`src/rtl/bus_pkg.sv`:
```
// ---------------------------------------------------------------------------
// Package : bus_pkg
// Purpose : Shared definitions for the CPU / DMA memory bus arbiter.
//           - arb_state_t : arbiter state encoding (IDLE/REQ/GRANT/RELEASE)
//           - BUS_ADDR_W / BUS_DATA_W : default bus widths
//           - RW_READ : direction encoding of a read cycle
// Revision: 1.0 - initial release
// ---------------------------------------------------------------------------
`default_nettype none

package bus_pkg;

  typedef enum logic [1:0] {
    ST_IDLE    = 2'd0,
    ST_REQ     = 2'd1,
    ST_GRANT   = 2'd2,
    ST_RELEASE = 2'd3
  } arb_state_t;

  localparam int BUS_ADDR_W = 16;
  localparam int BUS_DATA_W = 8;

  localparam logic RW_READ = 1'b1;

endpackage : bus_pkg

`default_nettype wire

```
`src/rtl/mem_bus_arbiter.sv`:
```
// ---------------------------------------------------------------------------
// Module  : mem_bus_arbiter
// Purpose : Shares the single memory bus between the 6502 core and one
//           DMA-style requester. The CPU is halted through RDY, the arbiter
//           waits until the core sits on a read cycle (RDY is ignored on
//           writes), then hands the bus to the requester for a burst.
// Ports   :
//   clk        in   system clock, rising edge
//   RST        in   synchronous active-high reset
//   cpu_addr   in   CPU address            cpu_wdata in  CPU write data
//   cpu_rw     in   CPU direction (1=read) cpu_rdy   out CPU RDY (0=halt)
//   dma_req    in   requester wants bus / has a transfer this cycle
//   dma_addr   in   requester address      dma_wdata in  requester write data
//   dma_rw     in   requester direction    dma_gnt   out requester owns bus
//   dma_ack    out  transfer accepted this cycle
//   mem_addr / mem_wdata / mem_rw  out  muxed bus to memory decode
//   arb_state  out  current state encoding
// Config  : define ARB_BURST_LIMIT_EN to cap each grant at MAX_BURST acks.
// Revision: 1.0 - initial release
// ---------------------------------------------------------------------------
`default_nettype none

module mem_bus_arbiter
  import bus_pkg::*;
#(
  parameter int ADDR_W    = BUS_ADDR_W,
  parameter int DATA_W    = BUS_DATA_W,
  parameter int MAX_BURST = 16
) (
  input  logic              clk,
  input  logic              RST,
  input  logic [ADDR_W-1:0] cpu_addr,
  input  logic [DATA_W-1:0] cpu_wdata,
  input  logic              cpu_rw,
  output logic              cpu_rdy,
  input  logic              dma_req,
  input  logic [ADDR_W-1:0] dma_addr,
  input  logic [DATA_W-1:0] dma_wdata,
  input  logic              dma_rw,
  output logic              dma_gnt,
  output logic              dma_ack,
  output logic [ADDR_W-1:0] mem_addr,
  output logic [DATA_W-1:0] mem_wdata,
  output logic              mem_rw,
  output logic [1:0]        arb_state
);

  localparam int CNT_W = $clog2(MAX_BURST + 1);
  localparam logic [CNT_W-1:0] c_CNT_MAX = '1;
`ifdef ARB_BURST_LIMIT_EN
  localparam logic [CNT_W-1:0] c_LAST_ACK = CNT_W'(MAX_BURST - 1);
`endif

  arb_state_t       r_state;
  arb_state_t       w_state_nxt;
  logic [CNT_W-1:0] r_burst_cnt;
  logic             w_gnt;
  logic             w_ack;

  // Ownership flags come straight from the state register, so RDY and GNT
  // are glitch-free and can never be high together.
  assign w_gnt   = (r_state == ST_GRANT);
  assign w_ack   = w_gnt & dma_req;
  assign cpu_rdy = (r_state == ST_IDLE) || (r_state == ST_RELEASE);
  assign dma_gnt = w_gnt;
  assign dma_ack = w_ack;
  assign arb_state = r_state;

  assign mem_addr  = w_gnt ? dma_addr  : cpu_addr;
  assign mem_wdata = w_gnt ? dma_wdata : cpu_wdata;
  assign mem_rw    = w_gnt ? dma_rw    : cpu_rw;

  always_ff @(posedge clk) begin
    if (RST) begin
      r_state <= ST_IDLE;
    end else begin
      r_state <= w_state_nxt;
    end
  end

  always_comb begin
    w_state_nxt = r_state;
    case (r_state)
      ST_IDLE: begin
        if (dma_req) w_state_nxt = ST_REQ;
      end
      ST_REQ: begin
        // A write cycle would not honour RDY, so only a read lets us grant.
        if (!dma_req)                w_state_nxt = ST_IDLE;
        else if (cpu_rw == RW_READ)  w_state_nxt = ST_GRANT;
      end
      ST_GRANT: begin
        if (!dma_req) w_state_nxt = ST_RELEASE;
`ifdef ARB_BURST_LIMIT_EN
        else if (r_burst_cnt == c_LAST_ACK) w_state_nxt = ST_RELEASE;
`endif
      end
      ST_RELEASE: begin
        w_state_nxt = ST_IDLE;
      end
      default: begin
        w_state_nxt = ST_IDLE;
      end
    endcase
  end

  // Acks counted per grant; saturates instead of wrapping.
  always_ff @(posedge clk) begin
    if (RST) begin
      r_burst_cnt <= '0;
    end else if (r_state == ST_RELEASE) begin
      r_burst_cnt <= '0;
    end else if (w_ack && (r_burst_cnt != c_CNT_MAX)) begin
      r_burst_cnt <= r_burst_cnt + 1'b1;
    end
  end

endmodule : mem_bus_arbiter

`default_nettype wire

```
`config.mk`:
```
export PLATFORM = sky130hd
export DESIGN_NAME = mem_bus_arbiter
export DESIGN_NICKNAME = d
export VERILOG_FILES = /design/src/rtl/bus_pkg.sv /design/src/rtl/mem_bus_arbiter.sv
export SDC_FILE = /design/constraint.sdc
export NUM_CORES = 1
export LEC_CHECK = 0
export CAP_MARGIN = 10
export CORE_ASPECT_RATIO = 0.8
export CORE_MARGIN = 3
export CORE_UTILIZATION = 24
export DETAILED_ROUTE_END_ITERATION = 12
export GPL_TIMING_DRIVEN = 0
export HOLD_SLACK_MARGIN = 0.03
export PLACE_DENSITY = 0.9
export SETUP_SLACK_MARGIN = 0.05
export SYNTH_ARGS = -nofsm -noshare
export SYNTH_HDL_FRONTEND = slang
export SYNTH_SLANG_ARGS = --single-unit
```
`constraint.sdc`:
```
create_clock -name clk -period 1.75 [get_ports clk]
set_input_delay 0.35 -clock clk [delete_from_list [all_inputs] [get_ports clk]]
set_output_delay 0.35 -clock clk [all_outputs]
set_load 0.02 [all_outputs]
```
==> results of run 1 <==
[per-stage QoR]
stage	util (%)	total power, mW	setup TNS, ps
after global placement	64.9	0.581	-7790
after global routing	69.9	0.796	-2980
final	69.9	0.746	-1890
after CTS	66.7	0.727	-2090
after detailed placement	64.9	0.591	-8100
after floorplan	-	0.329	0
[worst max-delay path, stage by stage (launching register included)]
cell and delay, ps:
sky130_fd_sc_hd__dfxtp_4 360, sky130_fd_sc_hd__inv_6 40, sky130_fd_sc_hd__ha_4 150, sky130_fd_sc_hd__buf_8 130, sky130_fd_sc_hd__buf_12 140, sky130_fd_sc_hd__mux2_4 290, sky130_fd_sc_hd__buf_2 160
[synth_stat cells, drive strengths merged]
library cell  instances
mux2                 25
ha                    5
buf                   3
inv                   3
dfxtp                 2
nand2b                2
a211oi                1
and2                  1
mux2i                 1
nand4b                1
nor2b                 1
nor3                  1
o21bai                1
o22ai                 1
o31ai                 1
[logic make-up after synthesis]
| group | synth area share, % |
|---|---|
| multiplexers | 60.9 |
| buffers and inverters | 10.5 |
| AND/OR/NAND/NOR | 6.51 |
| adder cells (fa/ha/maj) | 10.5 |
| AO/OA/AOI/OAI | 4.83 |
| flip-flops | 6.72 |
[final cells by class]
| class | instances | area (um2) | area share, % |
|---|---|---|---|
| flip-flops and latches | 2 | 45.0 | 2.86 |
| plain buffers | 3 | 55.1 | 3.49 |
| inverters | 3 | 16.3 | 1.03 |
| clock buffers | 3 | 22.5 | 1.43 |
| repair buffers | 90 | 885 | 56.2 |
| multi-input cells | 41 | 520 | 33.0 |
| well taps | 25 | 31.3 | 1.99 |
[repair_timing]
action	4_1_cts	5_1_grt
setup endpoints to repair	28	27
hold endpoints to repair	0	0
resized for setup	141	21
buffers inserted	6	2
[where the power goes]
part	internal (mW)	switching [mW]
clock	0.0759	0.0291
sequential	0.0569	0.0112
combinational	0.347	0.226
total	0.480	0.266
[path summary, 6_finish.rpt]
check,endpoint,slack (ps),depth (start not counted)
worst min register to register,flip-flop,550,2
worst min-delay path,flip-flop,550,2
worst max register to register,arb_state[0]$_SDFFE_PP0P_,380,6
worst max-delay path,mem_addr[10],-90,6
[metal layers]
| metal | vias up | wire length [um] | part of all wire [%] |
|---|---|---|---|
| met1 | 333 | 992 | 37 |
| met5 | - | 0 | 0 |
| met4 | 0 | 0 | 0 |
| met3 | 0 | 286 | 11 |
| met2 | 45 | 1420 | 53 |
| li1 | 368 | - | - |
==> flow_summary.rst, run 1 <==
.. list-table::
   :header-rows: 1

   * - Metric
     - Value
   * - Number of clock buffers inserted by TritonCTS
     - 3
   * - Number of nets at the end of the flow
     - 202
   * - PnR worst setup slack
     - -94.6 ps
   * - Number of placement rows
     - 15
   * - Remaining DRCs
     - 0
   * - Largest clock skew in the final design
     - 1.61 ps
   * - Final routed wirelength across all metal layers
     - 2.70 mm
   * - Violations in the final reports
     - negative setup slack
   * - Cell area after placement
     - 1460 um2
   * - Worst-path clk slew
     - 30 ps
   * - Post-Synthesis Mean Instance Area
     - 12.2 um2
   * - Run status
     - complete, but fails checks
   * - Area growth from synthesis to layout
     - 164%
   * - Initial cell density of the core
     - 26.4%
   * - Die Width
     - 61.7 um
   * - Class of the worst hold path
     - reg2reg
   * - Top-area cell type share of the netlist area
     - 47.9%
   * - Total placed cells including tap cells
     - 156
   * - CTS Buffer Depth
     - 2
   * - Final-report setup violation count
     - 25
   * - Antenna diode instance count
     - 0
   * - Core region area
     - 2250 um2
   * - MaxCap Viol Count
     - 0
   * - Number of top-level pins
     - 83
   * - Share of the clock period used by the worst path
     - 105%
   * - Max-Slew Margin vs Limit
     - 83.0%
   * - Maximum fanout along the worst path
     - 10
   * - Root buffer cell
     - sky130_fd_sc_hd__clkbuf_4
   * - Pwr per Cell Area
     - 474 nW/um2
   * - Register bit total from synthesis
     - 2
   * - Net count after synthesis
     - 107
   * - Die Footprint
     - 3120 um2
   * - Filler Cells Inserted
     - 170
   * - Worst setup EP type
     - primary output
   * - Highest-count cells in the layout ignoring fill and taps
     - sky130_fd_sc_hd__clkdlybuf4s50_1 (53), sky130_fd_sc_hd__mux2_4 (23), sky130_fd_sc_hd__buf_6 (22)
   * - Fraction of final layout cells sized beyond drive strength 1
     - 49.3%
   * - Cell type with the highest aggregate area in the netlist
     - sky130_fd_sc_hd__mux2_4
   * - Grt total ovfl
     - 0
   * - Number of warning messages in the yosys log
     - 0
   * - Number of nets with antenna violations after detailed routing
     - 0
   * - Proportion of synthesized chip area in sequential cells
     - 6.72%
   * - Top cells by area, synth
     - sky130_fd_sc_hd__mux2_4 (48%), sky130_fd_sc_hd__mux2_2 (11%), sky130_fd_sc_hd__ha_1 (11%), sky130_fd_sc_hd__buf_12 (6.7%), sky130_fd_sc_hd__dfxtp_1 (6.7%)
   * - Maximum number of pins on one net before global-route repair
     - 11
   * - Crit path required time
     - 1400 ps
   * - Peak Freq
     - 542 MHz
   * - Initial antenna violation count
     - 0
   * - Final weighted congestion in routability-driven placement
     - 0.840
   * - Mapped Cells
     - 49
   * - Worst-case vdd ir drop
     - 0.000286 V
   * - Worst setup slack after placement
     - -366 ps
   * - Total number of H-tree levels
     - 1
   * - Met2 Track Usage GR
     - 29.6%
   * - CTS tree
     - done
   * - Worst-case hold slack
     - 549 ps
   * - Most Crowded Layer GR
     - met2
   * - CTS Hold Buffers Added
     - 0
   * - Met3 routing resource usage after global routing
     - 4.11%
   * - Met1 Usage GRT
     - 16.9%
   * - Mapped Area
     - 596 um2
   * - Post-route cell area
     - 1580 um2
   * - Avg WL per Cell
     - 16.1 um
   * - Count of endpoints failing hold in the final timing report
     - 0
   * - Number of cells in the finished layout apart from fillers
     - 167
   * - Pre-Repair DR Iteration Count
     - 4
   * - Routed vias/inst
     - 4.47
   * - Number of global-route vias before repair
     - 744
   * - Unique cell type count in the Yosys netlist
     - 17
   * - Via count of the routed design
     - 746
   * - Total routing usage reported by global routing
     - 15.7%
   * - Skew-Pair Late Insertion Delay
     - 230 ps
   * - Transition time of the tightest slew-check pin
     - 253 ps
   * - Most common cell after layout, fill and taps aside
     - sky130_fd_sc_hd__clkdlybuf4s50_1
   * - Final critical path time including I/O delays and setup
     - 1840 ps
   * - HPWL after DPL
     - 2.12 mm
   * - Setup CP Type
     - reg2out
   * - Port Buffer Count
     - 82
   * - Overall die height
     - 50.6 um
   * - Worst endpoint data arrival time
     - 1490 ps
   * - Global-route wire length before repair
     - 3.63 mm
   * - TritonCTS sink count
     - 2
   * - CP Launch Type
     - flip-flop
   * - 1st-iter DRT viols
     - 7
   * - Max-slew violations
     - 0
   * - Setup repair after global routing missed its margin
     - true
   * - Origin of the critical flop-to-flop path
     - arb_state[0]$_SDFFE_PP0P_
   * - Total leakage power
     - 0.715 nW
   * - Start point of the critical path
     - arb_state[0]$_SDFFE_PP0P_
Power figures use the tool's default switching activity.
==> run 2, diff against run 1 <==
- CORE_ASPECT_RATIO: 0.8 -> unset
==> flow_summary.rst, run 2 (synthesized netlist as in run 1, its figures left out) <==
.. list-table::
   :header-rows: 1

   * - Metric
     - Value
   * - Run status
     - complete, but fails checks
   * - Violations in the final reports
     - negative setup slack
   * - Grt total ovfl
     - 0
   * - Count of endpoints failing hold in the final timing report
     - 0
   * - 1st-iter DRT viols
     - 19
   * - Final weighted congestion in routability-driven placement
     - 0.757
   * - Overall die height
     - 55.8 um
   * - Die Footprint
     - 3120 um2
   * - Int Pwr
     - 0.502 mW
   * - MaxCap Viol Count
     - 0
   * - HPWL after DPL
     - 2.25 mm
   * - Number of top-level pins
     - 83
   * - Transition time of the tightest slew-check pin
     - 240 ps
   * - Part of the total power dissipated in combinational logic
     - 78.2%
   * - Remaining DRCs
     - 0
   * - TritonCTS sink count
     - 2
   * - CP cell instances
     - inv_6 -> ha_4 -> buf_6 -> clkbuf_16 -> mux2_4 -> buf_6
   * - Most numerous cell on the critical path
     - sky130_fd_sc_hd__buf_6
   * - Worst path slowest cell
     - sky130_fd_sc_hd__dfxtp_4
   * - Total routing usage reported by global routing
     - 17.0%
   * - Clock network power share
     - 12.9%
   * - Number of global-route vias before repair
     - 804
   * - Via count of the routed design
     - 791
   * - Avg WL per Cell
     - 18.7 um
   * - Fraction of final layout cells sized beyond drive strength 1
     - 50.3%
   * - Cell area after placement
     - 1470 um2
   * - Routed vias/inst
     - 4.57
   * - Power dissipated by switching net loads
     - 0.277 mW
   * - Power after layout
     - 0.779 mW
   * - Initial cell density of the core
     - 26.2%
   * - Final-report setup violation count
     - 24
   * - Most common cell after layout, fill and taps aside
     - sky130_fd_sc_hd__clkdlybuf4s50_1
   * - Area growth from synthesis to layout
     - 178%
   * - Number of placement rows
     - 17
   * - Filler Cells Inserted
     - 144
   * - Largest clock skew in the final design
     - 2.79 ps
   * - Number of nets at the end of the flow
     - 205
   * - Maximum number of pins on one net before global-route repair
     - 11
   * - Setup repair after global routing missed its margin
     - true
   * - Max-slew violations
     - 0
   * - Setup CP Type
     - reg2out
   * - Worst setup EP type
     - primary output
   * - CTS tree
     - done
   * - Share of the clock period used by the worst path
     - 106%
   * - Die Width
     - 55.8 um
   * - Sequential Power Share
     - 8.9%
   * - Pwr per Cell Area
     - 470 nW/um2
   * - Crit path required time
     - 1400 ps
   * - Port Buffer Count
     - 82
   * - Pre-Repair DR Iteration Count
     - 3
   * - Highest-count cells in the layout ignoring fill and taps
     - sky130_fd_sc_hd__clkdlybuf4s50_1 (53), sky130_fd_sc_hd__buf_6 (29), sky130_fd_sc_hd__mux2_4 (21)
   * - Total number of H-tree levels
     - 1
   * - Global-route wire length before repair
     - 4.22 mm
   * - CTS Buffer Depth
     - 2
   * - Worst-case hold slack
     - 541 ps
   * - Peak Freq
     - 537 MHz
   * - Number of nets with antenna violations after detailed routing
     - 0
   * - CP Launch Type
     - flip-flop
   * - PnR worst setup slack
     - -113 ps
   * - Max-Slew Margin vs Limit
     - 84.0%
   * - Class of the worst hold path
     - reg2reg
   * - Total leakage power
     - 0.743 nW
   * - Antenna diode instance count
     - 0
   * - Number of clock buffers inserted by TritonCTS
     - 3
   * - Worst-path clk slew
     - 30 ps
   * - Worst-case vdd ir drop
     - 0.000405 V
   * - Proportion of total power due to net switching
     - 35.5%
   * - Final design utilization
     - 72.8%
   * - Core region area
     - 2280 um2
   * - Final critical path time including I/O delays and setup
     - 1860 ps
   * - Skew-Pair Late Insertion Delay
     - 220 ps
   * - Maximum fanout along the worst path
     - 5
   * - Initial antenna violation count
     - 0
   * - Root buffer cell
     - sky130_fd_sc_hd__clkbuf_4
   * - Final routed wirelength across all metal layers
     - 3.24 mm
   * - Post-route cell area
     - 1660 um2
   * - Stage delay of the slowest cell on the critical path
     - 360 ps
   * - Worst endpoint data arrival time
     - 1510 ps
-- run 2: cell types whose count changed in the layout (fill, tap and decap cells not counted) --
cell,delta
sky130_fd_sc_hd__buf_2,-3
sky130_fd_sc_hd__mux2_2,+2
sky130_fd_sc_hd__mux2_4,-2
sky130_fd_sc_hd__buf_6,+7
sky130_fd_sc_hd__buf_4,-2
sky130_fd_sc_hd__dfxtp_4,+1
sky130_fd_sc_hd__clkbuf_16,+2
sky130_fd_sc_hd__dfxtp_2,-1
sky130_fd_sc_hd__buf_8,-1
-- run 2: worst paths after layout --
path                                  start  slack, ps                   endpoint  depth (start not counted)
hold reg to reg                   flip-flop        540                  flip-flop                          2
setup / recovery  arb_state[0]$_SDFFE_PP0P_       -110                mem_addr[3]                          6
hold / removal                    flip-flop        540                  flip-flop                          2
setup reg to reg  arb_state[0]$_SDFFE_PP0P_        380  arb_state[0]$_SDFFE_PP0P_                          6
-- run 2: critical path: cells and delay by family (launching register included) --
kind	cells	cell delay, ps
buffers and inverters	4	450
DFF	1	360
muxes	1	320
adders and majority gates	1	160
-- run 2: final cells by class --
class / count / area (um2) / area share (%)
Clock buffer: 3 / 22.5 / 1.36
Tap cell: 28 / 35.0 / 2.11
Sequential cell: 2 / 47.5 / 2.87
Inverter: 3 / 16.3 / 0.981
Multi-Input combinational cell: 41 / 513 / 30.9
Timing Repair Buffer: 94 / 983 / 59.3
Buffer: 2 / 40.0 / 2.42
-- run 2: metrics by stage --
stage / setup TNS (ps) / std cells / worst slack (ps)
finish: -1760 / 173 / -113
global placement: -7660 / 159 / -340
floorplan: 0 / 49 / 95.5
global route: -2690 / 173 / -142
detailed placement: -8030 / 159 / -364
CTS: -2200 / 167 / -115
-- run 2: repair_timing --
item / CTS / global route
resized for setup: 146 / 27
hold buffers: 0 / 0
gates cloned: 0 / 2
pin swaps: 0 / 1
setup buffers: 5 / 5
endpoints found under the setup margin: 28 / 26
-- run 2: per-layer routing --
layer  up-vias  routed length [um]  track usage (%)
li1        376                   -                -
met1       366                1150             17.3
met2        47                1830             34.0
met3         2                 248             4.87
met4         0                  20             3.05
met5         -                   0                0
-- run 2: power by group through the flow --
stage	combinational, mW	clock, mW	sequential (mW)
4_1_cts	0.550	0.109	0.0690
5_1_grt	0.643	0.112	0.0711
2_1_floorplan	0.254	0	0.0751
3_3_place_gp	0.514	0	0.0675
3_5_place_dp	0.528	0	0.0677
6_report	0.609	0.100	0.0696
==> run 3, diff against run 2 <==
- PLACE_DENSITY: 0.9 -> 0.86
==> flow_summary.rst, run 3 (synthesized netlist as in run 1, its figures left out) <==
.. list-table::
   :header-rows: 1

   * - Metric
     - Value
   * - Largest clock skew in the final design
     - 2.27 ps
   * - MaxCap Viol Count
     - 0
   * - CTS tree
     - done
   * - Setup repair after global routing missed its margin
     - true
   * - PnR worst setup slack
     - -82.1 ps
   * - Final routed wirelength across all metal layers
     - 2.94 mm
   * - Final-report setup violation count
     - 22
   * - Pre-Repair DR Iteration Count
     - 3
   * - Number of clock buffers inserted by TritonCTS
     - 3
   * - Number of top-level pins
     - 83
   * - Max-slew violations
     - 0
   * - Worst setup EP type
     - primary output
   * - Port Buffer Count
     - 82
   * - Number of nets at the end of the flow
     - 201
   * - Initial antenna violation count
     - 0
   * - Reg2reg setup slack
     - 360 ps
   * - Count of endpoints failing hold in the final timing report
     - 0
   * - Global-route wire length before repair
     - 4.48 mm
   * - Area growth from synthesis to layout
     - 175%
   * - Number of global-route vias before repair
     - 831
   * - Grt total ovfl
     - 0
   * - HPWL after DPL
     - 2.09 mm
   * - Total routing usage reported by global routing
     - 18.1%
   * - Violations in the final reports
     - negative setup slack
   * - Worst setup slack after placement
     - -365 ps
   * - Setup CP Type
     - reg2out
   * - Fraction of final layout cells sized beyond drive strength 1
     - 48.9%
   * - Total placed cells including tap cells
     - 159
   * - Via count of the routed design
     - 766
   * - Maximum number of pins on one net before global-route repair
     - 9
   * - Stage delay of the slowest cell on the critical path
     - 360 ps
   * - Total leakage power
     - 0.713 nW
   * - Antenna diode instance count
     - 0
   * - CP cell instances
     - inv_6 -> ha_4 -> buf_12 -> buf_12 -> mux2_4 -> buf_6
   * - Root buffer cell
     - sky130_fd_sc_hd__clkbuf_4
   * - Class of the worst hold path
     - reg2reg
   * - Initial cell density of the core
     - 26.2%
   * - Skew-Pair Late Insertion Delay
     - 220 ps
   * - CTS Buffer Depth
     - 2
   * - Crit path max-delay family
     - buffers and inverters
   * - Buffers & Inverters on Critical Path
     - 4
   * - Cell area after placement
     - 1470 um2
   * - Worst-case hold slack
     - 545 ps
   * - TritonCTS sink count
     - 2
   * - Die Footprint
     - 3120 um2
   * - Worst-case vdd ir drop
     - 0.000500 V
   * - Final critical path time including I/O delays and setup
     - 1830 ps
   * - 1st-iter DRT viols
     - 5
   * - Number of placement rows
     - 17
   * - Number of cells in the finished layout apart from fillers
     - 169
   * - Max-Slew Margin vs Limit
     - 84.9%
   * - Avg WL per Cell
     - 17.4 um
   * - Most numerous cell on the critical path
     - sky130_fd_sc_hd__buf_12
   * - Total number of H-tree levels
     - 1
   * - Worst path slowest cell
     - sky130_fd_sc_hd__dfxtp_4
   * - Routed vias/inst
     - 4.53
   * - Number of nets with antenna violations after detailed routing
     - 0
   * - Post-route cell area
     - 1640 um2
   * - Crit path required time
     - 1400 ps
   * - Setup tns final
     - -1500 ps
   * - Overall die height
     - 55.8 um
   * - Share of the clock period used by the worst path
     - 105%
   * - Core region area
     - 2280 um2
   * - Run status
     - complete, but fails checks
   * - CP Launch Type
     - flip-flop
   * - Filler Cells Inserted
     - 150
   * - Highest-count cells in the layout ignoring fill and taps
     - sky130_fd_sc_hd__clkdlybuf4s50_1 (54), sky130_fd_sc_hd__buf_6 (24), sky130_fd_sc_hd__mux2_4 (22)
   * - Transition time of the tightest slew-check pin
     - 225 ps
   * - Worst-path clk slew
     - 30 ps
   * - Pwr per Cell Area
     - 469 nW/um2
   * - Most common cell after layout, fill and taps aside
     - sky130_fd_sc_hd__clkdlybuf4s50_1
   * - Remaining DRCs
     - 0
   * - Die Width
     - 55.8 um
   * - Peak Freq
     - 546 MHz
   * - Worst endpoint data arrival time
     - 1480 ps
   * - Final weighted congestion in routability-driven placement
     - 0.759
   * - Maximum fanout along the worst path
     - 5
## run 3: cell types whose count changed in the layout (fill, tap and decap cells not counted), sizes merged
cell | before | now
buf | 39 | 37
clkdlybuf4s50 | 53 | 54
dlymetal6s2s | 1 | 0
clkbuf | 5 | 3
## run 3: repair_timing
action,CTS,global route
pin swaps,1,1
gates resized for setup,167,2
hold buffers,0,0
setup endpoints to repair,28,26
cloned,2,0
setup buffers,4,2
## run 3: final cells by class
| class | count | area, um2 | area share, % |
|---|---|---|---|
| tap | 28 | 35.0 | 2.14 |
| sequential | 2 | 47.5 | 2.91 |
| clock buffer | 3 | 22.5 | 1.38 |
| multi-input combinational | 41 | 517 | 31.6 |
| timing repair buffer | 90 | 957 | 58.5 |
| buffer | 2 | 40.0 | 2.45 |
| inverter | 3 | 16.3 | 0.995 |
## run 3: final timing paths
path	startpoint	end	cells past startpoint
setup / recovery	arb_state[0]$_SDFFE_PP0P_	mem_addr[14]	6
hold / removal	flip-flop	flip-flop	2
setup reg to reg	arb_state[0]$_SDFFE_PP0P_	arb_state[0]$_SDFFE_PP0P_	6
hold reg to reg	flip-flop	flip-flop	2
## run 3: metal layers
| layer | up-vias | share of wire (%) | global-route usage [%] |
|---|---|---|---|
| met5 | - | 0 | 0 |
| met4 | 0 | 0.44 | 1.69 |
| met3 | 2 | 8.7 | 4.18 |
| li1 | 366 | - | - |
| met1 | 349 | 38 | 20.8 |
| met2 | 49 | 53 | 34.6 |
## run 3: per-stage QoR
step / power, mW / utilization [%]
floorplan: 0.329 / -
global placement: 0.581 / 64.4
detailed placement: 0.593 / 64.4
CTS: 0.769 / 71.9
global route: 0.810 / 71.9
finish: 0.766 / 71.9
## run 3: power by group
| part | total (mW) | internal [mW] | switching [mW] |
|---|---|---|---|
| Combinational | 0.600 | 0.368 | 0.232 |
| Clock | 0.0972 | 0.0753 | 0.0219 |
| Sequential | 0.0691 | 0.0564 | 0.0126 |
## run 3: worst register-to-register path, delay by kind of cell, from the launching register on
family	cells	cell delay (ps)
AND/OR/NAND/NOR	1	160
multiplexers	1	220
adder cells (fa/ha/maj)	1	210
flip-flops	1	360
AO/OA/AOI/OAI	1	170
buffers and inverters	2	180
==> variant 1, RTL diff (flow settings as in run 3) <==
Add a define of `ARB_BURST_LIMIT_EN`.
--- a/src/rtl/mem_bus_arbiter.sv
+++ b/src/rtl/mem_bus_arbiter.sv
@@ -19,6 +19,8 @@
 // Revision: 1.0 - initial release
 // ---------------------------------------------------------------------------
 `default_nettype none
+
+`define ARB_BURST_LIMIT_EN
 
 module mem_bus_arbiter
   import bus_pkg::*;
Behaviour: no difference found for any inputs over 10 cycles, from zero or initial values and one cycle with RST high; that may be too few to reach the edited logic, so the function may still have changed.
==> variant 1 against run 3 <==
Sequential cell count is 5 higher. Global-route usage is 0.60 points higher. The flow still finishes with violations (negative setup slack). Clock power is 53% higher. Total power is 1.3% lower. Final area is 14% higher. Synthesized area is 25% higher. Sequential share of layout area is 5.1 points higher. Wire length is 14% higher. Worst setup slack worse by 0.15 ns. Worst hold slack worse by 0.066 ns. Critical path depth is 1 higher. Count of clock-buffer cells in the layout is 1 higher.
==> variant 1: results (changes against run 3) <==
| Metric | Value |
|---|---|
| Outcome | finished with violations |
| Failing checks | negative setup slack |
| Count of cell types in the netlist | 25 (+8) |
| Syn. warnings | 0 (unchanged) |
| M1 wire length | 1210 um (+7.7%) |
| Worst-case vdd ir drop | 0.000298 V (-40%) |
| H-tree level count | 1 (unchanged) |
| Synth Area in Adders | 0.117 (+0.0124) |
| R2R Path Start | r_burst_cnt[0]$_SDFFE_PP0P_ |
| FF-to-FF path depth | 6 (unchanged) |
| Drt via density | 4.62 (+1.9%) |
| Final setup vio count | 26 (+18%) |
| Crit path to | mem_wdata[6] |
| Post-synth top cells | mux2_2, dfxtp_1, ha_1 |
| Worst r2r dst | r_burst_cnt[3]$_SDFFE_PP0P_ |
| Met3 WL | 102 um (-60%) |
| Setup bufs post-CTS | 6 (+2) |
| Top area cells in the synthesized netlist | mux2_2, dfxtp_1, ha_1 |
| Clk pwr share | 0.197 (+0.070) |
| Via count | 942 (+23%) |
| Met2 WL | 2020 um (+31%) |
| Share of post-route cells with drive strength above 1 | 0.468 (-0.0212) |
| Clk_lat worst skew | 0.25 ns (+0.03 ns) |
| Reg clk slew, reported paths | 0.06 ns (+0.03 ns) |
| Seq/Total Area, Yosys | 0.188 (+0.121) |
| Area leader, netlist | mux2_2 |
| Actual slew at the worst max-slew pin | 0.355 ns (+0.130 ns) |
| XOR/XNOR Fraction of Synth Area | 0.0235 (+0.0235) |
| R2R Setup Slk | 0.13 ns (-0.23 ns) |
| Place WS | -0.440 ns (-0.0757 ns) |
| Initial DRC Count | 42 (+37) |
| WL final | 3330 um (+14%) |
| Nets | 234 (+16%) |
| HPWL reported at the end of detailed placement | 2690 um (+29%) |
| M3 GR Usage | 0.0517 (+0.00989) |
| Sw frac | 0.316 (-0.0327) |
| Worst Path Arrival | 1.64 ns (+0.16 ns) |
| Placed Cells | 190 (+19%) |
| Tot GR Track Use | 0.187 (+0.00596) |
| Largest net degree at the start of global routing | 11 (+2) |
| Mux contribution to synthesized area | 0.376 (-0.233) |
| I/O Buffers | 82 (unchanged) |
| First-pass GRT wire length | 5120 um (+14%) |
| Syn nets | 137 (+28%) |
| Power share of the sequential group | 0.227 (+0.137) |
| Pleak | 0.821 nW (+15%) |
| Met2 usage | 0.353 (+0.00648) |
| Async set or reset register ratio after synthesis | 0 (unchanged) |
| Met1 Use GR | 0.215 (+0.00636) |
| Post_cts resized | 151 (-9.6%) |
| PnR worst setup slack | -0.236 ns (-0.154 ns) |
| Gpl congestion | 0.729 (-3.9%) |
| TNS Setup | -3.67 ns (-2.17 ns) |
| Avg Cell Area, Syn | 9.68 um2 (-20%) |
| Complex-gate fraction of the synthesized area | 0.0805 (+0.0322) |
| Clock skew | 0.00537 ns (+0.00310 ns) |
## variant 1: changes by cell type after synthesis, sizes merged, moves of 2 or more
cell    before  now
nor2         0    3
a21oi        0    3
nand2b       2    0
inv          3    6
xor2         0    2
or2          0    3
ha           5    7
dfxtp        2    7
o21ai        0    2
nand2        0    2
o311ai       0    2
## variant 1: final cells by class
| type | instances | area (um2) |
|---|---|---|
| Inverter | 6 | 25.0 |
| Multi-Input combinational cell | 61 | 631 |
| Timing Repair Buffer | 92 | 956 |
| Buffer | 3 | 41.3 |
| Sequential cell | 7 | 149 |
| Tap cell | 31 | 38.8 |
| Fill cell | 224 | 986 |
| Clock buffer | 4 | 26.3 |
## variant 1: through the flow
step,hold slack (ns),power [W],cell area [um2]
global placement,0.464,0.000558,1650
detailed placement,0.476,0.000569,1650
finish,0.479,0.000757,1870
floorplan,0.412,0.000338,791
CTS,0.483,0.000757,1840
global route,0.515,0.000803,1870
==> variant 2, RTL diff (settings of run 3) <==
Without the edit above. Reset style: asynchronous (`RST`), changed in 2 clocked blocks. Comments in the files are not updated.
--- a/src/rtl/mem_bus_arbiter.sv
+++ b/src/rtl/mem_bus_arbiter.sv
@@ -70,7 +70,7 @@
   assign mem_wdata = w_gnt ? dma_wdata : cpu_wdata;
   assign mem_rw    = w_gnt ? dma_rw    : cpu_rw;
 
-  always_ff @(posedge clk) begin
+  always_ff @(posedge clk or posedge RST) begin
     if (RST) begin
       r_state <= ST_IDLE;
     end else begin
@@ -105,7 +105,7 @@
   end
 
   // Acks counted per grant; saturates instead of wrapping.
-  always_ff @(posedge clk) begin
+  always_ff @(posedge clk or posedge RST) begin
     if (RST) begin
       r_burst_cnt <= '0;
     end else if (r_state == ST_RELEASE) begin
Check against the original RTL: differs if RST is asserted again (counterexample within 4 cycles, from zero or initial values and one cycle with RST high); with RST held inactive, the same outputs for 10 cycles.
==> variant 2 against run 3 <==
The run still ends with negative setup slack left. Wire length grew 29%. Clock skew grew 0.0058 ns. Non-clock buffer count grew 4. Final cell count grew 2.4%. Highest routed layer unchanged. Sequential cell count is the same. Final area grew 4.4%. Worst setup slack lost 0.16 ns. Synthesized cell count is the same. Via count grew 7.0%. Critical path type unchanged. Synthesized area shrank 14%. First-iteration DRC count grew to 2.8 times the old value.
Power is not compared: it rests on default switching activity, and its combinational part moved more than twofold at a synthesized area within 25%.
==> variant 2: results (changes against run 3) <==
| Metric | Value |
|---|---|
| M3 GR Usage | 0.0855 (+0.0437) |
| HPWL reported at the end of detailed placement | 2220 um (+6.2%) |
| TNS Setup | -5.32 ns (-3.82 ns) |
| Nets | 205 (+2.0%) |
| Avg WL per Cell | 21.9 um (+26%) |
| Clk buf depth | 2 (unchanged) |
| Num CTS Buffers | 3 (unchanged) |
| Met3 WL | 363 um (+43%) |
| M1 wire length | 1270 um (+13%) |
| Initial antenna violation count | 0 (unchanged) |
| Count of cell types in the netlist | 16 (-1) |
| Max stage delay on crit path | 0.42 ns (+0.06 ns) |
| Clk_lat worst skew | ~0.23 ns |
| Met2 usage | 0.406 (+0.0596) |
| Gpl congestion | 0.654 (-14%) |
| Via count | 820 (+7.0%) |
| First-pass GRT wire length | 3960 um (-12%) |
| Tot GR Track Use | 0.203 (+0.0226) |
| Met2 WL | 1990 um (+29%) |
| Worst Path Arrival | 1.64 ns (+0.16 ns) |
| Main synth FF type | dfrtp_1 |
| Initial DRC Count | 14 (+9) |
| Outcome | finished with violations |
| Hold Path Class | primary input to async pin |
| Root buffer cell | clkbuf_4 |
| Worst-path cell with the longest stage delay | dfrtp_2 |
| Share of post-route cells with drive strength above 1 | 0.527 (+0.0380) |
| Clock skew | 0.00807 ns (+0.00580 ns) |
| R2R Setup Slk | 0.25 ns (-0.11 ns) |
| Largest net degree at the start of global routing | 11 (+2) |
| FF-to-FF path depth | 5 (-1) |
| Seq/Total Area, Yosys | 0.0978 (+0.0306) |
| Core Util, Final | 0.861 (+0.143) |
| Failing checks | negative setup slack |
| Final setup vio count | 25 (+14%) |
| Tightest hold margin | 0.270 ns (-0.275 ns) |
| Crit path to | mem_wdata[4] |
| Placed cell area | 1380 um2 (-5.7%) |
| Top area cells in the synthesized netlist | mux2_2, ha_1, dfrtp_1 |
| H-tree level count | 1 (unchanged) |
| Kind of cell adding the most delay to the critical path | buffers and inverters |
| Syn nets | 107 (unchanged) |
| Uppermost layer routed | met4 |
| R2R Path Start | arb_state[0]$_DFFE_PP0P_ |
| Async set or reset register ratio after synthesis | 1.00 (+1.00) |
| Worst-path maximum fanout | 5 (unchanged) |
| Pleak | ~0.79 nW |
| DR pass1 iterations | 3 (unchanged) |
| Actual slew at the worst max-slew pin | 0.237 ns (+0.0120 ns) |
| PnR worst setup slack | -0.240 ns (-0.158 ns) |
| Post-route ant nets | 0 (unchanged) |
| Met1 Use GR | 0.179 (-0.0296) |
| Vias in the first global route | 802 (-3.5%) |
| Post-synth top cells | mux2_2, ha_1, inv_1 |
| Syn. warnings | 0 (unchanged) |
-- variant 2: worst min path at each step --
| stage | from | to | cells past startpoint |
|---|---|---|---|
| floorplan | RST | async pin | 1 |
| global placement | RST | async pin | 2 |
| detailed placement | RST | async pin | 2 |
| CTS | RST | arb_state[0]$_DFFE_PP0P_ | 2 |
| global route | RST | arb_state[0]$_DFFE_PP0P_ | 2 |
| finish | RST | arb_state[0]$_DFFE_PP0P_ | 2 |
-- variant 2: repair_timing --
item	4_1_cts	5_1_grt
resized for setup	132	64
hold buffers	0	0
setup buffers	8	1
endpoints found under the setup margin	28	28
pin swaps	0	1
gates cloned	0	3
-- variant 2: through the flow --
stage	setup WS, ns	instances	power (W)
2_1_floorplan	0.00137	49	0.000902
3_3_place_gp	-0.417	158	0.00147
3_5_place_dp	-0.446	158	0.00149
4_1_cts	-0.231	170	0.00168
5_1_grt	-0.292	173	0.00236
6_report	-0.240	173	0.00224
-- variant 2: cell families after synthesis --
logic type                 after synthesis  share of synthesized area
buffers and inverters                    7                     0.0953
AOI/OAI and AO/OA                        3                     0.0440
and+or+nand+nor                          6                     0.0709
muxes                                   26                      0.570
adders and majority gates                5                      0.122
DFF                                      2                     0.0978
-- variant 2: layout make-up --
class | count | area (um2)
clock buffer | 4 | 26.3
sequential | 2 | 52.6
buffer | 3 | 45.0
tap | 27 | 33.8
inverter | 4 | 17.5
fill | 81 | 275
multi-input combinational | 40 | 532
timing repair buffer | 93 | 1000
-- variant 2: power by group --
part / switching, W / leakage [nW] / internal, W
sequential: 0.0000339 / 0.0221 / 0.0000752
clock: 0.0000300 / 0.0150 / 0.0000849
combinational: 0.000841 / 0.750 / 0.00117
total: 0.000905 / 0.788 / 0.00133
